$ cat config.mk
export PLATFORM = sky130hd
export DESIGN_NAME = fb_ddr_arb
export DESIGN_NICKNAME = d
export VERILOG_FILES = /design/src/rtl/fb_arb_pkg.sv /design/src/rtl/fb_bank_mgr.sv /design/src/rtl/fb_ddr_arb.sv
export SDC_FILE = /design/constraint.sdc
export NUM_CORES = 1
export LEC_CHECK = 0
export ABC_CLOCK_PERIOD_IN_PS = 2800
export BUFFER_PORTS_ARGS = -buffer_cell sky130_fd_sc_hd__buf_4
export CAP_MARGIN = 25
export CORE_MARGIN = 5
export CORE_UTILIZATION = 40
export CTS_BUF_LIST = sky130_fd_sc_hd__clkbuf_8 sky130_fd_sc_hd__clkbuf_16
export CTS_CLUSTER_DIAMETER = 120
export DETAILED_ROUTE_END_ITERATION = 12
export REMOVE_ABC_BUFFERS = 1
export SYNTH_ARGS = -nofsm -noshare
export SYNTH_HDL_FRONTEND = slang
export SYNTH_HIERARCHICAL = 1
export SYNTH_SLANG_ARGS = --single-unit
$ cat constraint.sdc
create_clock -name clk -period 2.8 [get_ports clk]
set_input_delay 0.14 -clock clk [delete_from_list [all_inputs] [get_ports clk]]
set_output_delay 0.14 -clock clk [all_outputs]
set_load 0.005 [all_outputs]
$ cat src/rtl/fb_arb_pkg.sv
// Shared types and helpers for the frame-buffer DDR arbiter.
package fb_arb_pkg;

    typedef enum logic [1:0] {
        ST_IDLE = 2'd0,
        ST_CMD  = 2'd1,
        ST_WAIT = 2'd2
    } arb_state_e;

    typedef logic [1:0] bank_t;

    localparam int unsigned STAT_W      = 16;
    localparam bank_t       WR_BANK_RST = 2'd0;
    localparam bank_t       RD_BANK_RST = 2'd1;

    // Third bank of the triple buffer: the one neither argument is using.
    function automatic bank_t next_free_bank(input bank_t committed, input bank_t rd);
        bank_t b;
        if (committed != 2'd0 && rd != 2'd0) begin
            b = 2'd0;
        end else if (committed != 2'd1 && rd != 2'd1) begin
            b = 2'd1;
        end else begin
            b = 2'd2;
        end
        return b;
    endfunction

endpackage

$ cat src/rtl/fb_bank_mgr.sv
// Triple-buffer bank bookkeeping: pending vsyncs, frame commit/drop, display bank.
// Optional FB_ARB_STATS_EN adds dropped-frame and repeated-frame counters.
module fb_bank_mgr
    import fb_arb_pkg::*;
(
    input  logic        clk,
    input  logic        rst,
    input  logic        wr_vsync_i,
    input  logic        rd_vsync_i,
    input  logic        idle_i,
    input  logic        wr_frame_full_i,
    output logic [1:0]  wr_bank_o,
    output logic [1:0]  rd_bank_o,
    output logic        wr_pend_o,
    output logic        rd_pend_o
`ifdef FB_ARB_STATS_EN
    ,
    output logic [15:0] wr_drop_cnt_o,
    output logic [15:0] rd_repeat_cnt_o
`endif
);

    bank_t wr_bank_q, wr_bank_d;
    bank_t rd_bank_q, rd_bank_d;
    bank_t committed_q, committed_d;
    logic  wr_pend_q, wr_pend_d;
    logic  rd_pend_q, rd_pend_d;
    logic  apply;
    logic  wr_drop;
    logic  rd_repeat;

    // Pending flags are only consumed while no burst is outstanding.
    assign apply = idle_i && (wr_pend_q || rd_pend_q);

    always_comb begin
        wr_bank_d   = wr_bank_q;
        rd_bank_d   = rd_bank_q;
        committed_d = committed_q;
        wr_pend_d   = wr_pend_q | wr_vsync_i;
        rd_pend_d   = rd_pend_q | rd_vsync_i;
        wr_drop     = 1'b0;
        rd_repeat   = 1'b0;
        if (apply) begin
            wr_pend_d = wr_vsync_i;
            rd_pend_d = rd_vsync_i;
            if (wr_pend_q) begin
                if (wr_frame_full_i) begin
                    committed_d = wr_bank_q;
                    wr_bank_d   = next_free_bank(wr_bank_q, rd_bank_q);
                end else begin
                    wr_drop = 1'b1;
                end
            end
            // Read side sees the commit made in the same cycle.
            if (rd_pend_q) begin
                rd_repeat = (committed_d == rd_bank_q);
                rd_bank_d = committed_d;
            end
        end
    end

    always_ff @(posedge clk) begin
        if (rst) begin
            wr_bank_q   <= WR_BANK_RST;
            rd_bank_q   <= RD_BANK_RST;
            committed_q <= RD_BANK_RST;
            wr_pend_q   <= 1'b0;
            rd_pend_q   <= 1'b0;
        end else begin
            wr_bank_q   <= wr_bank_d;
            rd_bank_q   <= rd_bank_d;
            committed_q <= committed_d;
            wr_pend_q   <= wr_pend_d;
            rd_pend_q   <= rd_pend_d;
        end
    end

    assign wr_bank_o = wr_bank_q;
    assign rd_bank_o = rd_bank_q;
    assign wr_pend_o = wr_pend_q;
    assign rd_pend_o = rd_pend_q;

`ifdef FB_ARB_STATS_EN
    logic [STAT_W-1:0] drop_q, drop_d;
    logic [STAT_W-1:0] rep_q, rep_d;

    // Saturating event counters.
    always_comb begin
        drop_d = drop_q;
        rep_d  = rep_q;
        if (wr_drop && drop_q != {STAT_W{1'b1}}) begin
            drop_d = drop_q + STAT_W'(1);
        end
        if (rd_repeat && rep_q != {STAT_W{1'b1}}) begin
            rep_d = rep_q + STAT_W'(1);
        end
    end

    always_ff @(posedge clk) begin
        if (rst) begin
            drop_q <= '0;
            rep_q  <= '0;
        end else begin
            drop_q <= drop_d;
            rep_q  <= rep_d;
        end
    end

    assign wr_drop_cnt_o   = drop_q;
    assign rd_repeat_cnt_o = rep_q;
`endif

endmodule

$ cat src/rtl/fb_ddr_arb.sv
// DDR user-port arbiter between the vin frame writer and vout frame reader.
// Optional FB_ARB_STATS_EN exposes dropped/repeated frame counters.
module fb_ddr_arb
    import fb_arb_pkg::*;
#(
    parameter int unsigned ADDR_WIDTH   = 28,
    parameter int unsigned BURST_LEN    = 64,
    parameter int unsigned FRAME_BURSTS = 14400,
    parameter int unsigned BASE_ADDR    = 0,
    parameter int unsigned BANK_STRIDE  = 'h0100000,
    parameter int unsigned FIFO_AW      = 10,
    parameter int unsigned WR_URGENT    = 768
) (
    input  logic                  clk,
    input  logic                  rst,
    input  logic                  wr_vsync,
    input  logic                  rd_vsync,
    input  logic [FIFO_AW-1:0]    wr_fifo_level,
    input  logic [FIFO_AW-1:0]    rd_fifo_free,
    output logic                  cmd_valid,
    input  logic                  cmd_ready,
    output logic                  cmd_is_wr,
    output logic [ADDR_WIDTH-1:0] cmd_addr,
    input  logic                  xfer_done,
    output logic [1:0]            wr_bank,
    output logic [1:0]            rd_bank,
    output logic                  busy
`ifdef FB_ARB_STATS_EN
    ,
    output logic [15:0]           wr_drop_cnt,
    output logic [15:0]           rd_repeat_cnt
`endif
);

    localparam int unsigned CNT_W = $clog2(FRAME_BURSTS + 1);

    arb_state_e            state_q, state_d;
    logic                  cmd_valid_q, cmd_valid_d;
    logic                  cmd_is_wr_q, cmd_is_wr_d;
    logic [ADDR_WIDTH-1:0] cmd_addr_q, cmd_addr_d;
    logic                  busy_q, busy_d;
    logic [CNT_W-1:0]      wr_cnt_q, wr_cnt_d;
    logic [CNT_W-1:0]      rd_cnt_q, rd_cnt_d;

    logic                  wr_pend, rd_pend;
    logic                  wr_req, rd_req, pick_wr;
    logic [1:0]            sel_bank;
    logic [CNT_W-1:0]      sel_cnt;
    logic [ADDR_WIDTH-1:0] next_addr;

    fb_bank_mgr u_bank_mgr (
        .clk             (clk),
        .rst             (rst),
        .wr_vsync_i      (wr_vsync),
        .rd_vsync_i      (rd_vsync),
        .idle_i          (state_q == ST_IDLE),
        .wr_frame_full_i (32'(wr_cnt_q) == FRAME_BURSTS),
        .wr_bank_o       (wr_bank),
        .rd_bank_o       (rd_bank),
        .wr_pend_o       (wr_pend),
        .rd_pend_o       (rd_pend)
`ifdef FB_ARB_STATS_EN
        ,
        .wr_drop_cnt_o   (wr_drop_cnt),
        .rd_repeat_cnt_o (rd_repeat_cnt)
`endif
    );

    assign wr_req  = (32'(wr_fifo_level) >= BURST_LEN) && (32'(wr_cnt_q) < FRAME_BURSTS);
    assign rd_req  = (32'(rd_fifo_free) >= BURST_LEN) && (32'(rd_cnt_q) < FRAME_BURSTS);
    // A nearly full vin FIFO overrides the display's default priority.
    assign pick_wr = wr_req && ((32'(wr_fifo_level) >= WR_URGENT) || !rd_req);

    assign sel_bank  = pick_wr ? wr_bank : rd_bank;
    assign sel_cnt   = pick_wr ? wr_cnt_q : rd_cnt_q;
    assign next_addr = ADDR_WIDTH'(BASE_ADDR)
                     + ADDR_WIDTH'(sel_bank) * ADDR_WIDTH'(BANK_STRIDE)
                     + ADDR_WIDTH'(sel_cnt) * ADDR_WIDTH'(BURST_LEN);

    always_comb begin
        state_d     = state_q;
        cmd_valid_d = cmd_valid_q;
        cmd_is_wr_d = cmd_is_wr_q;
        cmd_addr_d  = cmd_addr_q;
        busy_d      = busy_q;
        wr_cnt_d    = wr_cnt_q;
        rd_cnt_d    = rd_cnt_q;
        unique case (state_q)
            ST_IDLE: begin
                // A vsync cycle only updates banks; requests are judged afterwards.
                if (wr_pend || rd_pend) begin
                    if (wr_pend) wr_cnt_d = '0;
                    if (rd_pend) rd_cnt_d = '0;
                end else if (wr_req || rd_req) begin
                    cmd_valid_d = 1'b1;
                    cmd_is_wr_d = pick_wr;
                    cmd_addr_d  = next_addr;
                    state_d     = ST_CMD;
                end
            end
            ST_CMD: begin
                if (cmd_ready) begin
                    cmd_valid_d = 1'b0;
                    busy_d      = 1'b1;
                    state_d     = ST_WAIT;
                end
            end
            ST_WAIT: begin
                if (xfer_done) begin
                    if (cmd_is_wr_q) wr_cnt_d = wr_cnt_q + CNT_W'(1);
                    else             rd_cnt_d = rd_cnt_q + CNT_W'(1);
                    busy_d  = 1'b0;
                    state_d = ST_IDLE;
                end
            end
            default: state_d = ST_IDLE;
        endcase
    end

    always_ff @(posedge clk) begin
        if (rst) begin
            state_q     <= ST_IDLE;
            cmd_valid_q <= 1'b0;
            cmd_is_wr_q <= 1'b0;
            cmd_addr_q  <= '0;
            busy_q      <= 1'b0;
            wr_cnt_q    <= '0;
            rd_cnt_q    <= '0;
        end else begin
            state_q     <= state_d;
            cmd_valid_q <= cmd_valid_d;
            cmd_is_wr_q <= cmd_is_wr_d;
            cmd_addr_q  <= cmd_addr_d;
            busy_q      <= busy_d;
            wr_cnt_q    <= wr_cnt_d;
            rd_cnt_q    <= rd_cnt_d;
        end
    end

    assign cmd_valid = cmd_valid_q;
    assign cmd_is_wr = cmd_is_wr_q;
    assign cmd_addr  = cmd_addr_q;
    assign busy      = busy_q;

endmodule

-- Word-level counts from Yosys, hierarchy flattened
Cells that the tools add are included.
- multiplexer cells: 30
- bitwise operators: 3
- order comparisons: 5
- equality and inequality tests: 14
- add/sub/neg operators: 3
- reduce and logical (&&, ||, !) cells: 24
- operator list (kind ; count):
    2-to-1 mux 14 bit ; 9
    case mux 14 bit (2 select lines) ; 2
    adder 14 x 1 -> 14 bit, second input constant ; 2
    < comparator 14 bit, second input constant ; 2
    adder 22 x 20 -> 23 bit ; 1
    greater-or-equal comparator 10 x 7 -> 1 bit, second input constant ; 2
    2-to-1 mux 2 bit ; 9
    != test 2 bit, second input constant ; 9
    == test 14 bit, second input constant ; 1
    greater-or-equal comparator 10 bit, second input constant ; 1
    AND reduction 5 bit ; 2
    nonzero test 2 bit ; 5
    AND reduction 3 bit ; 3
    AND reduction 4 bit ; 2
    2-to-1 mux 1 bit ; 7
    logical AND 1 bit ; 6
    case mux 2 bit (3 select lines) ; 1
    != test 2 x 1 -> 1 bit, second input constant ; 2
    case mux 1 bit (2 select lines) ; 2
    logical OR 1 bit ; 3
    == test 2 x 1 -> 1 bit, second input constant ; 1
    == test 2 bit, second input constant ; 1
    zero test 2 bit ; 1
    OR 1 bit ; 2
    3 further kinds ; 3
- logic and storage cells: 91
- output and inout bits: 35
- register bits after elaboration: 69

-- Longest topological paths before layout
- word-level depth: 7
- depth in mapped cells: 7

-- Modules after synthesis
Netlist, hierarchy kept.
- by module, submodules not included (module ; instances ; seq. area each (sq um) ; cells an instance ; area each (sq um)):
    fb_ddr_arb ; 1 ; 980.9 ; 276 ; 2443.6
    fb_bank_mgr ; 1 ; 160.2 ; 38 ; 351.6

-- Least setup slack after synthesis
OpenSTA, ideal clock, no wires.
- path type: register to register
- start: register wr_cnt_q[7]
- end: register u_bank_mgr.wr_bank_q[1] (netlist: u_bank_mgr/wr_bank_o[1])
- cell stages (with the launch flop): 6
- arrival time: 2064 ps
- path buffers: 0
- setup time: 70 ps
- period minus slack after synthesis: 2133 ps
- path slack: 667 ps
- cells stage by stage: dfxtp_1 or4_1 nor3b_1 nand3_4 or4_1 a21oi_1
- cells in the longest elaborated chain, start to end: 2
- ends and longest elaborated chain (what ; RTL line ; text):
    start, declared ; fb_ddr_arb.sv:42 ; logic [CNT_W-1:0] wr_cnt_q, wr_cnt_d;
    start signal, assigned ; fb_ddr_arb.sv:135 ; wr_cnt_q <= wr_cnt_d;
    == test 14 bit ; fb_ddr_arb.sv:57 ; .wr_frame_full_i (32'(wr_cnt_q) == FRAME_BURSTS),
    AND reduction 3 bit (no source line) ; - ;
    end signal, assigned ; fb_bank_mgr.sv:70 ; wr_bank_q <= wr_bank_d;
    end, declared ; fb_bank_mgr.sv:23 ; bank_t wr_bank_q, wr_bank_d;
No other way between the ends.
A chain may end at the register's enable or synchronous reset.

-- Final worst setup path
- start: register wr_cnt_q[7]
- end: register cmd_addr_q[14] (netlist: cmd_addr[14])
- cells in the longest elaborated chain, start to end: 5
- elaborated cells on any way between the ends: 7
- those cells by class: add/sub (1); order compare (1); mux (1); reduce/logical (4)
- ends and longest elaborated chain (what ; RTL line ; text):
    < comparator 14 bit ; fb_ddr_arb.sv:69 ; assign wr_req = (32'(wr_fifo_level) >= BURST_LEN) && (32'(wr_cnt_q) < FRAME_BURSTS);
    logical AND 1 bit ; fb_ddr_arb.sv:69 ;
    logical AND 1 bit ; fb_ddr_arb.sv:72 ; assign pick_wr = wr_req && ((32'(wr_fifo_level) >= WR_URGENT) || !rd_req);
    2-to-1 mux 14 bit ; fb_ddr_arb.sv:75 ; assign sel_cnt = pick_wr ? wr_cnt_q : rd_cnt_q;
    adder 22 x 20 -> 23 bit ; fb_ddr_arb.sv:78 ; + ADDR_WIDTH'(sel_cnt) * ADDR_WIDTH'(BURST_LEN);
    end signal, assigned ; fb_ddr_arb.sv:133 ; cmd_addr_q <= cmd_addr_d;
    end, declared ; fb_ddr_arb.sv:40 ; logic [ADDR_WIDTH-1:0] cmd_addr_q, cmd_addr_d;
Several ways; a longest one is shown, not always the timed one.

==> flow_metrics.env <==
export IMPL_end_kind="flip-flop"
export IMPL_yosys_area_top_type="dfxtp_1"
export IMPL_antenna_found_initial=0
export IMPL_cts_resized=0
export IMPL_root_buffer="clkbuf_8"
export IMPL_worstMarginPinSlew_ns=0.7369
export IMPL_critPathLaunchType="flip-flop"
export IMPL_grt_pass1_wl_mm=10.54
export IMPL_start_util=0.4114
export IMPL_drtIter0Drc=81
export IMPL_netlist_top_cells_area="dfxtp_1 41%, nor2_1 6.8%, a21oi_1 4.7%"
export IMPL_fmax_mhz=435.6
export IMPL_p_per_area_nw_per_um2=570.3
export IMPL_ys_seq_area_frac=0.4082
export IMPL_fin_crit_sh=0.8199
export IMPL_clock_sinks=57
export IMPL_syn_avg_cell_area_um2=8.902
export IMPL_hold_viol=0
export IMPL_synth_main_ff_cell="dfxtp_1"
export IMPL_first_pass_iters=4
export IMPL_row_count=30
export IMPL_cts_buffer_depth=2
export IMPL_cts_made_buffers=9
export IMPL_cts_hold_buf=0
export IMPL_outcome="finished clean"
export IMPL_synth_seq_cells=57
export IMPL_skew_ns=0.005922
export IMPL_io_pin_count=61
export IMPL_die_h_um=93.60
export IMPL_grt_use_total=0.1517
export IMPL_wl_per_cell_um=13.99
export IMPL_syn_inst=314
export IMPL_gp_congestion=0.8058
export IMPL_port_buffers=36
export IMPL_ant_nets=0
export IMPL_core_area_um2=6794
export IMPL_slew_viol_final=0
export IMPL_clkTransAtPathRegs_ns=0.06
export IMPL_cp_arrival_ns=2.52
export IMPL_layout_common_cells="57 x dfxtp_1, 51 x nor2_1, 43 x buf_4, 26 x a21oi_1, 20 x nand2_1"
export IMPL_die_w_um=93.60
export IMPL_worst_skew_pair_late_latency_ns=0.33
export IMPL_finalCriticalPeriod_ns=2.296
export IMPL_fin_setup_tns_ns=0
export IMPL_die_area_um2=8760
export IMPL_layout_commonest_cell="dfxtp_1"
export IMPL_hp_class="primary input to flip-flop"
export IMPL_overflow=0
export IMPL_num_vias=2334
export IMPL_whs_ns=0.02571
export IMPL_cts_setup_buffers=0
export IMPL_total_leakage_power_nw=1.343
export IMPL_critPathKind="flip-flop to flip-flop"
export IMPL_rsz0062_at_grt="false"
export IMPL_fillerInstances=671
export IMPL_drv_cap=0
export IMPL_ys_warn_count=6
export IMPL_crit_path_max_fanout=24
export IMPL_via_per_inst=5.130
export IMPL_syn_to_final_growth_pct=17.95
export IMPL_nets=384
export IMPL_grt_pass1_vias=2126
export IMPL_setup_viol=0
export IMPL_dp_hpwl_mm=4.606
export IMPL_cts_tree="done"
export IMPL_synth_edff_count=0
export IMPL_async_flop_share=0
export IMPL_diodes=0
export IMPL_relSlewSlack=0.5064
export IMPL_required_ns=3.02
export IMPL_grt_max_degree=37
export IMPL_synthDistinctLibCells=48
export IMPL_cts_htree_levels=3
export IMPL_yosysTopAreaCellShare=0.4082
export IMPL_drive_above_1_share=0.2256
export IMPL_drt_wl_total_mm=6.367
export IMPL_peakVddDrop_mv=0.3059
export IMPL_drc=0
export IMPL_syn_area_um2=2795
[sequential cells by signal (all words and copies together), names as in the netlist]
signal                  count
cmd_valid                   1
wr_cnt_q                   14
u_bank_mgr/rd_bank_o        2
u_bank_mgr/wr_bank_o        2
cmd_addr                   16
cmd_is_wr                   1
u_bank_mgr/rd_pend_o        1
state_q                     2
u_bank_mgr/committed_q      2
rd_cnt_q                   14
busy                        1
u_bank_mgr/wr_pend_o        1
[final timing paths]
kind / depth (start not counted) / startpoint / endpoint / slack, ns
worst min register to register: 1 / u_bank_mgr/committed_q[0] / u_bank_mgr/committed_q[0] / 0.48
worst min-delay path: 3 / wr_vsync / u_bank_mgr/wr_pend_o / 0.03
worst max register to register: 5 / wr_cnt_q[7] / cmd_addr[14] / 0.50
worst max-delay path: 5 / wr_cnt_q[7] / cmd_addr[14] / 0.50
[metal layers]
metal / global-route usage / part of all wire
met4: 0.05415 / 0.0090
met5: 0 / 0
met2: 0.2329 / 0.46
met3: 0.03540 / 0.054
met1: 0.2076 / 0.48
[Yosys cell counts, types with 2 or more instances]
| master | number |
|---|---|
| clkbuf_1 | 6 |
| buf_6 | 2 |
| a211oi_1 | 6 |
| or4_1 | 4 |
| nand2_1 | 20 |
| nand4_1 | 7 |
| nor4_1 | 3 |
| o221a_2 | 10 |
| a21oi_1 | 26 |
| a2111oi_0 | 5 |
| dfxtp_1 | 57 |
| mux2i_1 | 9 |
| nand2b_1 | 5 |
| buf_4 | 15 |
| a21o_1 | 2 |
| ha_1 | 3 |
| nor2_1 | 51 |
| a211o_2 | 2 |
| xor2_1 | 14 |
| and3_1 | 6 |
| xnor2_1 | 11 |
| nand3_1 | 12 |
| a211oi_2 | 2 |
| o21ai_0 | 2 |
| and4_1 | 2 |
| inv_1 | 10 |
[layout make-up]
| cell class | instances | area (um^2) | share of cell area |
|---|---|---|---|
| multi-input cells | 234 | 1495 | 0.4535 |
| well taps | 96 | 120.1 | 0.03643 |
| clock buffers | 12 | 165.2 | 0.05009 |
| clock inverters | 3 | 15.01 | 0.004554 |
| flip-flops and latches | 57 | 1141 | 0.3461 |
| repair buffers | 43 | 322.8 | 0.09791 |
| inverters | 10 | 37.54 | 0.01139 |
[stage by stage]
step	setup WS [ns]	power, W	instance area [um^2]	util	cells
global placement	0.5260	0.001194	3117	0.4587	440
CTS	0.4995	0.001903	3297	0.4853	455
finish	0.5041	0.001880	3297	0.4853	455
global route	0.3652	0.001972	3297	0.4853	455
detailed placement	0.5121	0.001199	3117	0.4587	440
floorplan	0.6667	0.001063	2674	-	301
[power by group]
group	switching [W]	internal (W)
clock network	0.000317	0.000384
registers	0.0000362	0.000861
logic	0.000147	0.000136
total	0.000500	0.00138
[critical path, stage by stage, from the launching register on]
cell and delay, ns:
dfxtp_1 0.37, or4_1 0.62, a211oi_2 0.38, a22o_4 0.39
nand2b_4 0.16, o221a_2 0.27
[cell families (layout without fill, tap and decap cells)]
kind of cell / count (synthesis) / in the layout / synth area share
AOI/OAI and AO/OA: 63 / 63 / 0.1746
xor gates and xnor gates: 25 / 25 / 0.07833
adders and majority gates: 3 / 3 / 0.01343
buffers and inverters: 34 / 68 / 0.07162
DFF: 57 / 57 / 0.4082
muxes: 10 / 10 / 0.03626
other: 1 / 12 / 0.001342
and+or+nand+nor: 121 / 121 / 0.2162
No activity file was read; power rests on OpenSTA's default activity.
